**src/rtl/wb_pkg.sv**
```systemverilog
// Shared definitions for the writeback stage.
//   load_funct3_e : load-type encodings carried in funct3
//   SRC_*         : writeback result-source indices into the flattened source bus
package wb_pkg;

    typedef enum logic [2:0] {
        LB  = 3'b000,
        LH  = 3'b001,
        LW  = 3'b010,
        LD  = 3'b011,
        LBU = 3'b100,
        LHU = 3'b101,
        LWU = 3'b110
    } load_funct3_e;

    localparam int unsigned SRC_ALU = 0;
    localparam int unsigned SRC_MEM = 1;
    localparam int unsigned SRC_PC4 = 2;
    localparam int unsigned SRC_IMM = 3;

endpackage

```
**src/rtl/wb_stage_reg_load_extend.sv**
```systemverilog
// Load data alignment and sign/zero extension (combinational).
//   i_word   : raw memory readout word
//   i_offset : byte offset within the word
//   i_funct3 : load type
//   o_value  : aligned, extended load result
module load_extend
    import wb_pkg::*;
#(
    parameter int unsigned XLEN = 32,
    localparam int unsigned OFF_W = $clog2(XLEN / 8)
) (
    input  logic [XLEN-1:0]  i_word,
    input  logic [OFF_W-1:0] i_offset,
    input  logic [2:0]       i_funct3,
    output logic [XLEN-1:0]  o_value
);

    // Halfword and word accesses ignore the low offset bits below their size.
    logic [OFF_W-1:0] hoff;
    logic [OFF_W-1:0] woff;
    logic [XLEN-1:0]  sb;
    logic [XLEN-1:0]  sh;
    logic [XLEN-1:0]  sw;

    always_comb begin
        hoff = i_offset & ~OFF_W'(1);
        woff = i_offset & ~OFF_W'(3);
        sb   = i_word >> {i_offset, 3'b000};
        sh   = i_word >> {hoff, 3'b000};
        sw   = i_word >> {woff, 3'b000};
        o_value = i_word;
        case (load_funct3_e'(i_funct3))
            LB:      o_value = XLEN'($signed(sb[7:0]));
            LBU:     o_value = XLEN'(sb[7:0]);
            LH:      o_value = XLEN'($signed(sh[15:0]));
            LHU:     o_value = XLEN'(sh[15:0]);
            // On a 32-bit datapath woff is always 0, so LW degenerates to pass-through.
            LW:      o_value = XLEN'($signed(sw[31:0]));
            LWU:     o_value = XLEN'(sw[31:0]);
            default: o_value = i_word;
        endcase
    end

endmodule

```
**src/rtl/wb_stage_reg.sv**
```systemverilog
// MEM/WB pipeline register with writeback result selection.
//   i_clk, i_rst_n  : clock, asynchronous active-low reset
//   i_stall/i_flush : hold the slot / insert a bubble (flush wins)
//   i_valid         : memory-stage instruction valid
//   i_src_data      : NUM_SRC flattened result sources, slice k = source k
//   i_result_src    : result source select
//   i_load_funct3   : load type applied to source 1
//   i_rd/i_reg_write: destination register and write request
//   o_wb            : selected writeback/forward value (from registered state)
//   o_rd            : registered destination
//   o_reg_write     : qualified register-file write enable
//   o_valid         : WB-stage valid
//   o_retired       : retired-instruction count (wraps)
module wb_stage_reg
    import wb_pkg::*;
#(
    parameter int unsigned XLEN       = 32,
    parameter int unsigned NUM_SRC    = 4,
    parameter int unsigned REG_ADDR_W = 5,
    parameter int unsigned CNT_W      = 32,
    localparam int unsigned SEL_W     = $clog2(NUM_SRC),
    localparam int unsigned OFF_W     = $clog2(XLEN / 8)
) (
    input  logic                    i_clk,
    input  logic                    i_rst_n,
    input  logic                    i_stall,
    input  logic                    i_flush,
    input  logic                    i_valid,
    input  logic [NUM_SRC*XLEN-1:0] i_src_data,
    input  logic [SEL_W-1:0]        i_result_src,
    input  logic [2:0]              i_load_funct3,
    input  logic [REG_ADDR_W-1:0]   i_rd,
    input  logic                    i_reg_write,
    output logic [XLEN-1:0]         o_wb,
    output logic [REG_ADDR_W-1:0]   o_rd,
    output logic                    o_reg_write,
    output logic                    o_valid,
    output logic [CNT_W-1:0]        o_retired
);

    logic [NUM_SRC-1:0][XLEN-1:0] src_q;
    logic [SEL_W-1:0]             sel_q;
    logic [2:0]                   funct3_q;
    logic [OFF_W-1:0]             off_q;
    logic [REG_ADDR_W-1:0]        rd_q;
    logic                         reg_write_q;
    logic                         valid_q;
    logic [CNT_W-1:0]             retired_q;
    logic [XLEN-1:0]              load_val;
    logic [XLEN-1:0]              wb;

    always_ff @(posedge i_clk or negedge i_rst_n) begin
        if (!i_rst_n) begin
            src_q       <= '0;
            sel_q       <= '0;
            funct3_q    <= '0;
            off_q       <= '0;
            rd_q        <= '0;
            reg_write_q <= 1'b0;
            valid_q     <= 1'b0;
            retired_q   <= '0;
        end else begin
            // The WB instruction leaves the slot whenever it is not held;
            // a flush empties the slot even under stall, so it retires too.
            if (valid_q && (!i_stall || i_flush)) begin
                retired_q <= retired_q + CNT_W'(1);
            end
            if (i_flush) begin
                valid_q     <= 1'b0;
                reg_write_q <= 1'b0;
            end else if (!i_stall) begin
                src_q       <= i_src_data;
                sel_q       <= i_result_src;
                funct3_q    <= i_load_funct3;
                off_q       <= i_src_data[OFF_W-1:0];
                rd_q        <= i_rd;
                reg_write_q <= i_reg_write;
                valid_q     <= i_valid;
            end
        end
    end

    load_extend #(
        .XLEN(XLEN)
    ) u_load_extend (
        .i_word   (src_q[SRC_MEM]),
        .i_offset (off_q),
        .i_funct3 (funct3_q),
        .o_value  (load_val)
    );

    // Out-of-range selects fall through to zero.
    always_comb begin
        wb = '0;
        for (int unsigned k = 0; k < NUM_SRC; k++) begin
            if (sel_q == SEL_W'(k)) begin
                wb = (k == SRC_MEM) ? load_val : src_q[k];
            end
        end
    end

    assign o_wb        = wb;
    assign o_rd        = rd_q;
    assign o_reg_write = reg_write_q & valid_q & (rd_q != '0);
    assign o_valid     = valid_q;
    assign o_retired   = retired_q;

endmodule

```
**config.mk**
```make
export PLATFORM = sky130hd
export DESIGN_NAME = wb_stage_reg
export DESIGN_NICKNAME = d
export VERILOG_FILES = /design/src/rtl/wb_pkg.sv /design/src/rtl/wb_stage_reg_load_extend.sv /design/src/rtl/wb_stage_reg.sv
export SDC_FILE = /design/constraint.sdc
export NUM_CORES = 1
export LEC_CHECK = 0
export ABC_AREA = 0
export CAP_MARGIN = 10
export CORE_MARGIN = 1.5
export CORE_UTILIZATION = 49
export DETAILED_ROUTE_END_ITERATION = 8
export PLACE_DENSITY = 0.82
export SYNTH_ARGS = -nofsm -noshare
export SYNTH_HDL_FRONTEND = slang
export SYNTH_SLANG_ARGS = --single-unit
```
**constraint.sdc**
```tcl
create_clock -name i_clk -period 2.09 [get_ports i_clk]
set_input_delay 0.3135 -clock i_clk [delete_from_list [all_inputs] [get_ports i_clk]]
set_output_delay 0.3135 -clock i_clk [all_outputs]
set_load 0.02 [all_outputs]
```
==> flow_summary.yaml, run 1 <==
route:
  routed_wl_um: 23200
  drt_iter0_drc: 363
  postRouteAntennaNets: 0
  wl_per_cell_um: 20.5
  wl_met2_um: 11900
  drt_pass1_iterations: 5
  drc: 0
  m1WireLength_um: 9050
  viasPerCell: 5.62
  met3_length_um: 1320
  routed.top_layer: "met4"
  via_count: 6372
synthesis:
  synth_top_area_frac: 0.533
  synth_edf_count: 0
  ys_seq_area_frac: 0.533
  synth_area_leaders: "dfrtp_1, mux2_2, mux4_2"
  yosysMostFrequentCell: "dfrtp_1"
  synth_top_area_cell: "dfrtp_1"
  synth_seq_cells: 172
  synth_common_cells: "dfrtp_1, mux2_2, nand2_1"
  syn_avg_cell_area_um2: 12.9
  syn_inst: 627
  synthesis.area_mm2: 0.00807
  yosys_warnings: 0
  async_flop_share: 1.00
  syn-num-nets: 772
  ys_types: 50
  synth_ff_type: "dfrtp_1"
setup_path:
  critPathKind: "flip-flop to primary output"
  crit_fanout: 8
  cp.arrival_ns: 2.50
  end_kind: "primary output"
  cp-start-kind: "flip-flop"
  required_ns: 1.78
  cp-startpoint: "src_q[1]$_DFFE_PN0P_"
  r2r-start: "o_retired[0]$_DFFE_PN0P_"
status:
  violations: "setup timing"
  status: "finished, violations left"
timing:
  timing.final.max_slew_violations: 0
  setup_viol: 32
  skew_ns: 0.00334
  fin_ws_ns: -0.720
  maxSlewHeadroom: 0.633
  hold_slack_ns: 0.434
  worst_slew_pin_slew_ns: 0.551
  fin_setup_tns_ns: -18.52
  clock.fmax_ghz: 0.356
  rsz0062_at_grt: "yes"
  final-hold-violation-count: 0
  post-route-period-util: 1.34
  period_needed_ns: 2.81
power_and_ir_drop:
  ir_drop_uv: 700
  power_density_mw_per_mm2: 884
  p_leak_nw: 5.02
  p_total_mw: 10.7
global_routing:
  grt_pass1_wl_um: 36200
  grt_pass1_vias: 6850
  grt_start_max_net_pins: 67
  track_usage: 0.274
  antenna_found_initial: 0
  overflow: 0
final_layout:
  fin_nets: 1053
  fin_area_mm2: 0.0121
  layout-drive-gt1-share: 0.397
  utilization: 0.754
  fin_cells: 1133
  area_growth_pct: 49.4
  antenna_cells: 0
  fillCellCount: 1002
floorplanning:
  die_w_um: 131
  initial_utilization: 0.504
  die_y_um: 131
  ios: 215
  core_mm2: 0.0160
  dieArea_mm2: 0.0172
  row_count: 46
place:
  placed_area_mm2: 0.0109
  dp_hpwl_um: 16400
  placed_cells: 1085
  place_ws_ns: -0.733
  place_congestion: 0.892
  io_buffers: 214
clock_tree:
  cts_tree: "yes"
  htreeDepth: 4
  clock_sinks: 172
  clk_pin_slew_ns: 0.06
  numCtsBuffers: 17
  worst_skew_pair.late_latency_ns: 0.43
  clk_path_buf_depth: 2
  root_buffer: "clkbuf_16"
min_path:
  min_path_type: "input pin to async pin"
run:
  cap_violations: 0
==> report_power, final <==
part | internal [mW] | leakage (nW) | total [mW] | switching [mW]
registers | 3.77 | 2.08 | 4.15 | 0.376
logic | 1.77 | 2.64 | 3.21 | 1.44
clock network | 2.06 | 0.299 | 3.31 | 1.24
==> logic make-up (layout without fill, tap and decap cells) <==
| kind of cell | Yosys count | in the layout | share of synthesized area |
|---|---|---|---|
| buffers and inverters | 41 | 330 | 0.0229 |
| AND/OR/NAND/NOR | 138 | 138 | 0.0854 |
| multiplexers | 173 | 173 | 0.262 |
| flip-flops | 172 | 172 | 0.533 |
| AO/OA/AOI/OAI | 71 | 72 | 0.0611 |
| adder cells (fa/ha/maj) | 1 | 1 | 0.00155 |
| XOR/XNOR | 31 | 31 | 0.0336 |
==> routing by layer <==
metal / vias to the layer above / track usage
li1: 2842 / -
met1: 3219 / 0.322
met2: 251 / 0.469
met3: 60 / 0.0679
met4: 0 / 0.135
met5: - / 0
==> what timing repair did <==
item / CTS / global route
hold endpoints to repair: 52 / 0
endpoints found under the setup margin: 33 / 33
hold buffers: 1 / 0
pin swaps: 14 / 22
gates resized for setup: 211 / 79
setup buffers: 14 / 8
cloned: 1 / 0
==> final cells by class <==
cell class / count / area, um^2 / share of cell area
Clock buffer: 20 / 467 / 0.0387
Clock inverter: 8 / 143 / 0.0118
Inverter: 6 / 23.8 / 0.00197
Multi-Input combinational cell: 415 / 3890 / 0.323
Sequential cell: 172 / 4310 / 0.358
Tap cell: 216 / 270 / 0.0224
Timing Repair Buffer: 296 / 2950 / 0.245
==> cells in the final DEF, fill, tap and decap left out, types with 3 or more instances in the layout <==
cell type and count:
inv_1 5, nand3_1 16, mux2i_4 3, mux2_2 141, o22ai_1 4, clkinv_2 4, and2_1 3, xnor2_1 24
clkbuf_16 17, mux4_2 16, dfrtp_1 167, clkdlybuf4s50_1 180, mux2i_1 10, buf_2 4, buf_6 38, a22oi_1 6
nor2_1 16, o221ai_2 8, buf_4 61, nor2b_1 9, nand2_2 9, o31a_1 3, clkbuf_8 3, a21oi_1 8
nor3_1 7, nand2_1 41, a21oi_2 6, o21ai_2 5, nor2_2 3, dfrtp_2 5, o21ai_1 3, buf_12 11
o21ai_0 7, bufinv_16 4, nand4_1 9, nand2b_1 3, xor2_1 7, and3_1 6
==> state kept, by name (all words and copies together), names as in the netlist <==
name	flops
o_valid	1
sel_q	2
o_retired	32
o_rd	5
funct3_q	3
reg_write_q	1
src_q	128
==> worst paths after layout <==
| path | endpoint | slack (ns) | depth (start not counted) |
|---|---|---|---|
| max | o_wb[22] | -0.72 | 9 |
| min | o_retired[13]$_DFFE_PN0P_ | 0.43 | 2 |
| max reg2reg | o_retired[26]$_DFFE_PN0P_ | 0.26 | 6 |
| min reg2reg | o_retired[31]$_DFFE_PN0P_ | 0.48 | 1 |
| max in group asynchronous | funct3_q[0]$_DFFE_PN0P_ | 0.85 | 3 |
| min in group i_clk | src_q[34]$_DFFE_PN0P_ | 0.44 | 3 |
==> worst max-delay path: stages (launching register included) <==
cell	delay, ns
dfrtp_2	0.44
mux2i_4	0.29
nor4_4	0.07
buf_4	0.16
buf_6	0.11
o21bai_4	0.15
buf_12	0.16
nand2_2	0.06
mux4_2	0.47
buf_6	0.15
Power figures use the tool's default switching activity.
==> run 2: changes to the inputs <==
--- a/config.mk
+++ b/config.mk
@@ -8,9 +8,11 @@
 export ABC_AREA = 0
 export CAP_MARGIN = 10
 export CORE_MARGIN = 1.5
-export CORE_UTILIZATION = 49
+export CORE_UTILIZATION = 58
 export DETAILED_ROUTE_END_ITERATION = 8
-export PLACE_DENSITY = 0.82
+export DONT_BUFFER_PORTS = 1
+export PLACE_DENSITY = 0.75
+export REMOVE_ABC_BUFFERS = 1
 export SYNTH_ARGS = -nofsm -noshare
 export SYNTH_HDL_FRONTEND = slang
 export SYNTH_SLANG_ARGS = --single-unit
==> run 2 against run 1 <==
  * The flow finishes with violations (hold timing, setup timing)
  * Fmax rose by 11%
  * Wire length fell by 15%
  * Global-route usage rose by 0.099 points
  * Register-to-register slack got worse by 0.08 ns
  * Critical path depth fell by 3
  * Combinational power fell by 24%
  * Sequential power fell by 1%
  * Final cell count fell by 22%
  * Clock-buffer cell count rose by 1
  * Clock power fell by 6.0%
  * Total power fell by 9.3%
  * Largest power group unchanged
==> flow_summary.yaml, run 2 (same netlist as run 1, synthesis figures left out) <==
final_layout:
  top_register: "src_q"
  fin_nets: 837
  ff_latch_area_mm2: 0.00431
  fin_cells: 881
  final_common_cell: "dfrtp_1"
  area_growth_pct: 20.5
  fillCellCount: 885
  layout-drive-gt1-share: 0.470
  final_cell_mix: "dfrtp_1, mux2_2, buf_4"
  multi_input_area_mm2: 0.00389
  largest_register_ffs: 128
  utilization: 0.726
timing:
  fin_setup_tns_ns: -12.28
  period_needed_ns: 2.53
  clock.fmax_ghz: 0.395
  maxSlewHeadroom: 0.602
  rsz0062_at_grt: "yes"
  worst_slew_pin_slew_ns: 0.597
  fin_ws_ns: -0.445
  post-route-period-util: 1.21
  final-hold-violation-count: 172
  hold_slack_ns: -0.411
  setup_viol: 32
  skew_ns: 0.00434
  timing.final.max_slew_violations: 0
power_and_ir_drop:
  p_total_mw: 9.67
  ir_drop_uv: 761
  power_density_mw_per_mm2: 995
  p_leak_nw: 4.10
floorplanning:
  dieArea_mm2: 0.0146
  ios: 215
  row_count: 42
  core_mm2: 0.0134
  die_w_um: 121
  die_y_um: 121
  initial_utilization: 0.602
route:
  routed_wl_um: 19800
  via_count: 5469
  postRouteAntennaNets: 0
  viasPerCell: 6.21
  wl_per_cell_um: 22.5
  drt_iter0_drc: 329
  drc: 0
  drt_pass1_iterations: 5
status:
  violations: "hold timing, setup timing"
  status: "finished, violations left"
clock_tree:
  root_buffer: "clkbuf_16"
  worst_skew_pair.late_latency_ns: 0.42
  clock_sinks: 172
  htreeDepth: 4
  clk_pin_slew_ns: 0.06
  cts_tree: "yes"
  numCtsBuffers: 17
  holdBufCountCts: 1
  clk_path_buf_depth: 2
setup_path:
  crit_family: "multiplexers"
  required_ns: 1.78
  crit_fanout: 6
  cp.arrival_ns: 2.22
  cpPeakStageDelay_ns: 0.54
  crit_chain: "mux2i_2 -> nor3_2 -> o21bai_4 -> buf_6 -> nand2_1 -> mux4_2"
  critical_path_buf_inv_count: 1
  critPathKind: "flip-flop to primary output"
  end_kind: "primary output"
  cp-start-kind: "flip-flop"
  cp_slowest_cell: "mux4_2"
place:
  placed_cells: 838
  dp_hpwl_um: 13600
  io_buffers: 0
  place_congestion: 0.899
min_path:
  min_path_type: "input pin to async pin"
global_routing:
  grt_pass1_vias: 5763
  track_usage: 0.275
  grt_pass1_wl_um: 30600
  antenna_found_initial: 3
  grt_start_max_net_pins: 173
  overflow: 0
run:
  cap_violations: 0
==> run 2: cell types whose count changed in the layout (fill, tap and decap cells not counted), sizes merged, moves of 2 or more <==
cell / before / now
buf: 115 / 80
bufinv: 4 / 2
inv: 5 / 8
clkdlybuf4s50: 180 / 0
==> run 2: final timing paths <==
kind / slack, ns / startpoint / endpoint / cells past startpoint
max: -0.44 / src_q[1]$_DFFE_PN0P_ / o_wb[29] / 6
min: -0.41 / i_rst_n / src_q[92]$_DFFE_PN0P_ / 0
max reg2reg: 0.18 / o_retired[5]$_DFFE_PN0P_ / o_retired[21]$_DFFE_PN0P_ / 5
min reg2reg: 0.51 / src_q[64]$_DFFE_PN0P_ / src_q[64]$_DFFE_PN0P_ / 1
max in group asynchronous: 2.26 / i_rst_n / sel_q[1]$_DFFE_PN0P_ / 0
min in group i_clk: 0.02 / i_src_data[34] / src_q[34]$_DFFE_PN0P_ / 2
==> run 2: layer usage <==
metal / vias to the layer above / GRT usage / part of all wire
met4: 4 / 0.0912 / 0.021
li1: 2411 / - / -
met1: 2790 / 0.339 / 0.40
met2: 229 / 0.455 / 0.50
met5: - / 0 / 0.0015
met3: 35 / 0.0940 / 0.082
==> run 2: final cells by class <==
type | count | share of cell area
tap | 176 | 0.0226
clock inverter | 10 | 0.0116
multi-input combinational | 414 | 0.400
antenna | 1 | 0.000257
timing repair buffer | 81 | 0.0710
sequential | 172 | 0.443
clock buffer | 21 | 0.0484
inverter | 6 | 0.00257
==> run 2: worst register-to-register path: cells and delay by family, from the launching register on <==
kind          cells  cell delay (ns)
flops             1             0.57
xor+xnor          1             0.15
simple gates      4             1.08
==> run 2: where the power goes <==
group / total (mW) / internal (mW) / switching, mW
clock network: 3.11 / 1.85 / 1.26
logic: 2.45 / 1.20 / 1.25
registers: 4.11 / 3.77 / 0.341
total: 9.67 / 6.82 / 2.86
==> run 2: repair_timing <==
action / CTS / global route
hold endpoints to repair: 174 / 172
pin swaps: 19 / 19
buffers inserted: 9 / 4
gates resized for setup: 61 / 39
setup endpoints to repair: 32 / 32
==> run 2: metrics by stage <==
| stage | instance area, um^2 | setup WS (ns) |
|---|---|---|
| 5_1_grt | 9720 | -0.500 |
| 4_1_cts | 9560 | -0.434 |
| 3_3_place_gp | 8670 | -0.219 |
| 6_report | 9730 | -0.445 |
| 3_5_place_dp | 8670 | -0.257 |
| 2_1_floorplan | 7910 | -4.90 |
==> run 3: changes to the inputs <==
--- a/config.mk
+++ b/config.mk
@@ -8,11 +8,12 @@
 export ABC_AREA = 0
 export CAP_MARGIN = 10
 export CORE_MARGIN = 1.5
-export CORE_UTILIZATION = 58
+export CORE_UTILIZATION = 57
 export DETAILED_ROUTE_END_ITERATION = 8
 export DONT_BUFFER_PORTS = 1
-export PLACE_DENSITY = 0.75
+export PLACE_DENSITY = 0.76
 export REMOVE_ABC_BUFFERS = 1
+export SKIP_LAST_GASP = 1
 export SYNTH_ARGS = -nofsm -noshare
 export SYNTH_HDL_FRONTEND = slang
 export SYNTH_SLANG_ARGS = --single-unit
==> constraint.sdc (replaced) <==
create_clock -name i_clk -period 2 [get_ports i_clk]
set_input_delay 0.3 -clock i_clk [delete_from_list [all_inputs] [get_ports i_clk]]
set_output_delay 0.3 -clock i_clk [all_outputs]
set_load 0.02 [all_outputs]
==> run 3 against run 2 <==
  * The flow still finishes with violations (hold timing, setup timing)
  * Register-to-register slack improved by 0.04 ns
  * Non-clock buffer count up 21
  * Final cell count increased by 2.8%
  * Critical path depth unchanged
  * Combinational power increased by 4%
  * Clock skew rose by 0.00074 ns
  * Clock power increased by 5%
  * Global-route usage is 0.28 points lower
  * Wire length increased by 0.84%
  * Utilization shrank 1.2 points
==> flow_summary.yaml, run 3 (same netlist as run 1, synthesis figures left out) <==
floorplanning:
  initial_utilization: 0.584
  die_y_um: 122
  ios: 215
  die_w_um: 122
  dieArea_mm2: 0.0149
  core_mm2: 0.0138
  row_count: 43
timing:
  maxSlewHeadroom: 0.611
  hold_slack_ns: -0.423
  setup_viol: 32
  timing.final.max_slew_violations: 0
  rsz0062_at_grt: "yes"
  final-hold-violation-count: 172
  fin_ws_ns: -0.586
  period_needed_ns: 2.59
  fin_setup_tns_ns: -15.41
  post-route-period-util: 1.29
  clock.fmax_ghz: 0.387
  skew_ns: 0.00508
  worst_slew_pin_slew_ns: 0.582
setup_path:
  cpPeakStageDelay_ns: 0.55
  cp.arrival_ns: 2.29
  end_kind: "primary output"
  cp_slowest_cell: "mux4_2"
  critical_path_buf_inv_count: 1
  crit_fanout: 15
  r2r_cells: 5
  cp-start-kind: "flip-flop"
  cp.depth: 6
  crit_chain: "mux2i_2 -> nor4_4 -> o21bai_4 -> buf_12 -> nand2_1 -> mux4_2"
  critPathKind: "flip-flop to primary output"
  crit_family: "multiplexers"
  required_ns: 1.70
final_layout:
  fin_nets: 858
  fin_cells: 906
  final_cell_mix: "dfrtp_1, mux2_2, buf_4"
  largest_register_ffs: 128
  area_growth_pct: 22.4
  fin_area_mm2: 0.00988
  top_register: "src_q"
  layout-drive-gt1-share: 0.457
  final_common_cell: "dfrtp_1"
route:
  via_count: 5428
  wl_met2_um: 9980
  routed.top_layer: "met5"
  drc: 0
  met3_length_um: 1710
  drt_iter0_drc: 308
  viasPerCell: 5.99
  drt_pass1_iterations: 4
  wl_per_cell_um: 22.0
  m1WireLength_um: 7870
  routed_wl_um: 20000
  postRouteAntennaNets: 0
place:
  io_buffers: 0
  dp_hpwl_um: 14000
  placed_cells: 851
  placed_area_mm2: 0.00881
  place_congestion: 0.866
min_path:
  min_path_type: "input pin to async pin"
clock_tree:
  clk_path_buf_depth: 2
  numCtsBuffers: 17
  root_buffer: "clkbuf_16"
  clock_sinks: 172
  cts_tree: "yes"
  htreeDepth: 4
  clk_pin_slew_ns: 0.06
  worst_skew_pair.late_latency_ns: 0.42
global_routing:
  track_usage: 0.272
  grt_pass1_vias: 5857
  overflow: 0
  grt_start_max_net_pins: 173
  grt_pass1_wl_um: 30800
  antenna_found_initial: 3
power_and_ir_drop:
  ir_drop_uv: 632
  p_leak_nw: 4.21
  power_density_mw_per_mm2: 1030
  p_total_mw: 10.1
status:
  status: "finished, violations left"
  violations: "hold timing, setup timing"
run:
  cap_violations: 0
## run 3: worst reg2reg max path, delay by kind of cell (launching register included)
| family | cells | cell delay (ns) |
|---|---|---|
| simple gates | 3 | 0.85 |
| fa+ha+maj | 1 | 0.29 |
| xor+xnor | 1 | 0.20 |
| flops | 1 | 0.36 |
## run 3: layout make-up
type | instances | area (um^2)
antenna | 2 | 5.00
clock buffer | 24 | 502
clock inverter | 6 | 85.1
fill | 952 | 3950
inverter | 6 | 22.5
multi-input combinational | 414 | 3810
sequential | 172 | 4310
tap | 180 | 225
timing repair buffer | 102 | 910
## run 3: routing by layer
layer,global-route usage,vias up
met3,0.102,36
met5,0,-
met4,0.0890,2
met1,0.324,2741
li1,-,2450
met2,0.455,199
## run 3: final timing paths
kind	startpoint	endpoint	slack, ns
min reg2reg	src_q[92]$_DFFE_PN0P_	src_q[92]$_DFFE_PN0P_	0.50
min	i_rst_n	src_q[93]$_DFFE_PN0P_	-0.42
max in group asynchronous	i_rst_n	o_rd[0]$_DFFE_PN0P_	2.14
min in group i_clk	i_src_data[1]	src_q[1]$_DFFE_PN0P_	0.02
max	src_q[1]$_DFFE_PN0P_	o_wb[26]	-0.59
max reg2reg	o_retired[1]$_DFFE_PN0P_	o_retired[18]$_DFFE_PN0P_	0.22
## run 3: report_power, final
| group | leakage [nW] | internal, mW | switching, mW |
|---|---|---|---|
| Combinational | 1.85 | 1.28 | 1.28 |
| Sequential | 2.08 | 3.94 | 0.353 |
| Clock | 0.284 | 1.99 | 1.29 |
| Total | 4.21 | 7.21 | 2.92 |
## run 3: repair_timing
action / CTS / global route
setup buffers: 10 / 8
setup endpoints to repair: 33 / 33
hold endpoints to repair: 176 / 174
pin swaps: 12 / 15
gates resized for setup: 47 / 27
hold buffers: 3 / 2
## run 3: stage by stage
step	util	hold WS (ns)	setup slack [ns]
floorplan	-	0.00441	-4.98
global placement	0.637	0.00799	-0.138
detailed placement	0.637	0.00819	-0.163
CTS	0.699	-0.439	-0.502
global route	0.714	-0.450	-0.641
finish	0.714	-0.423	-0.586
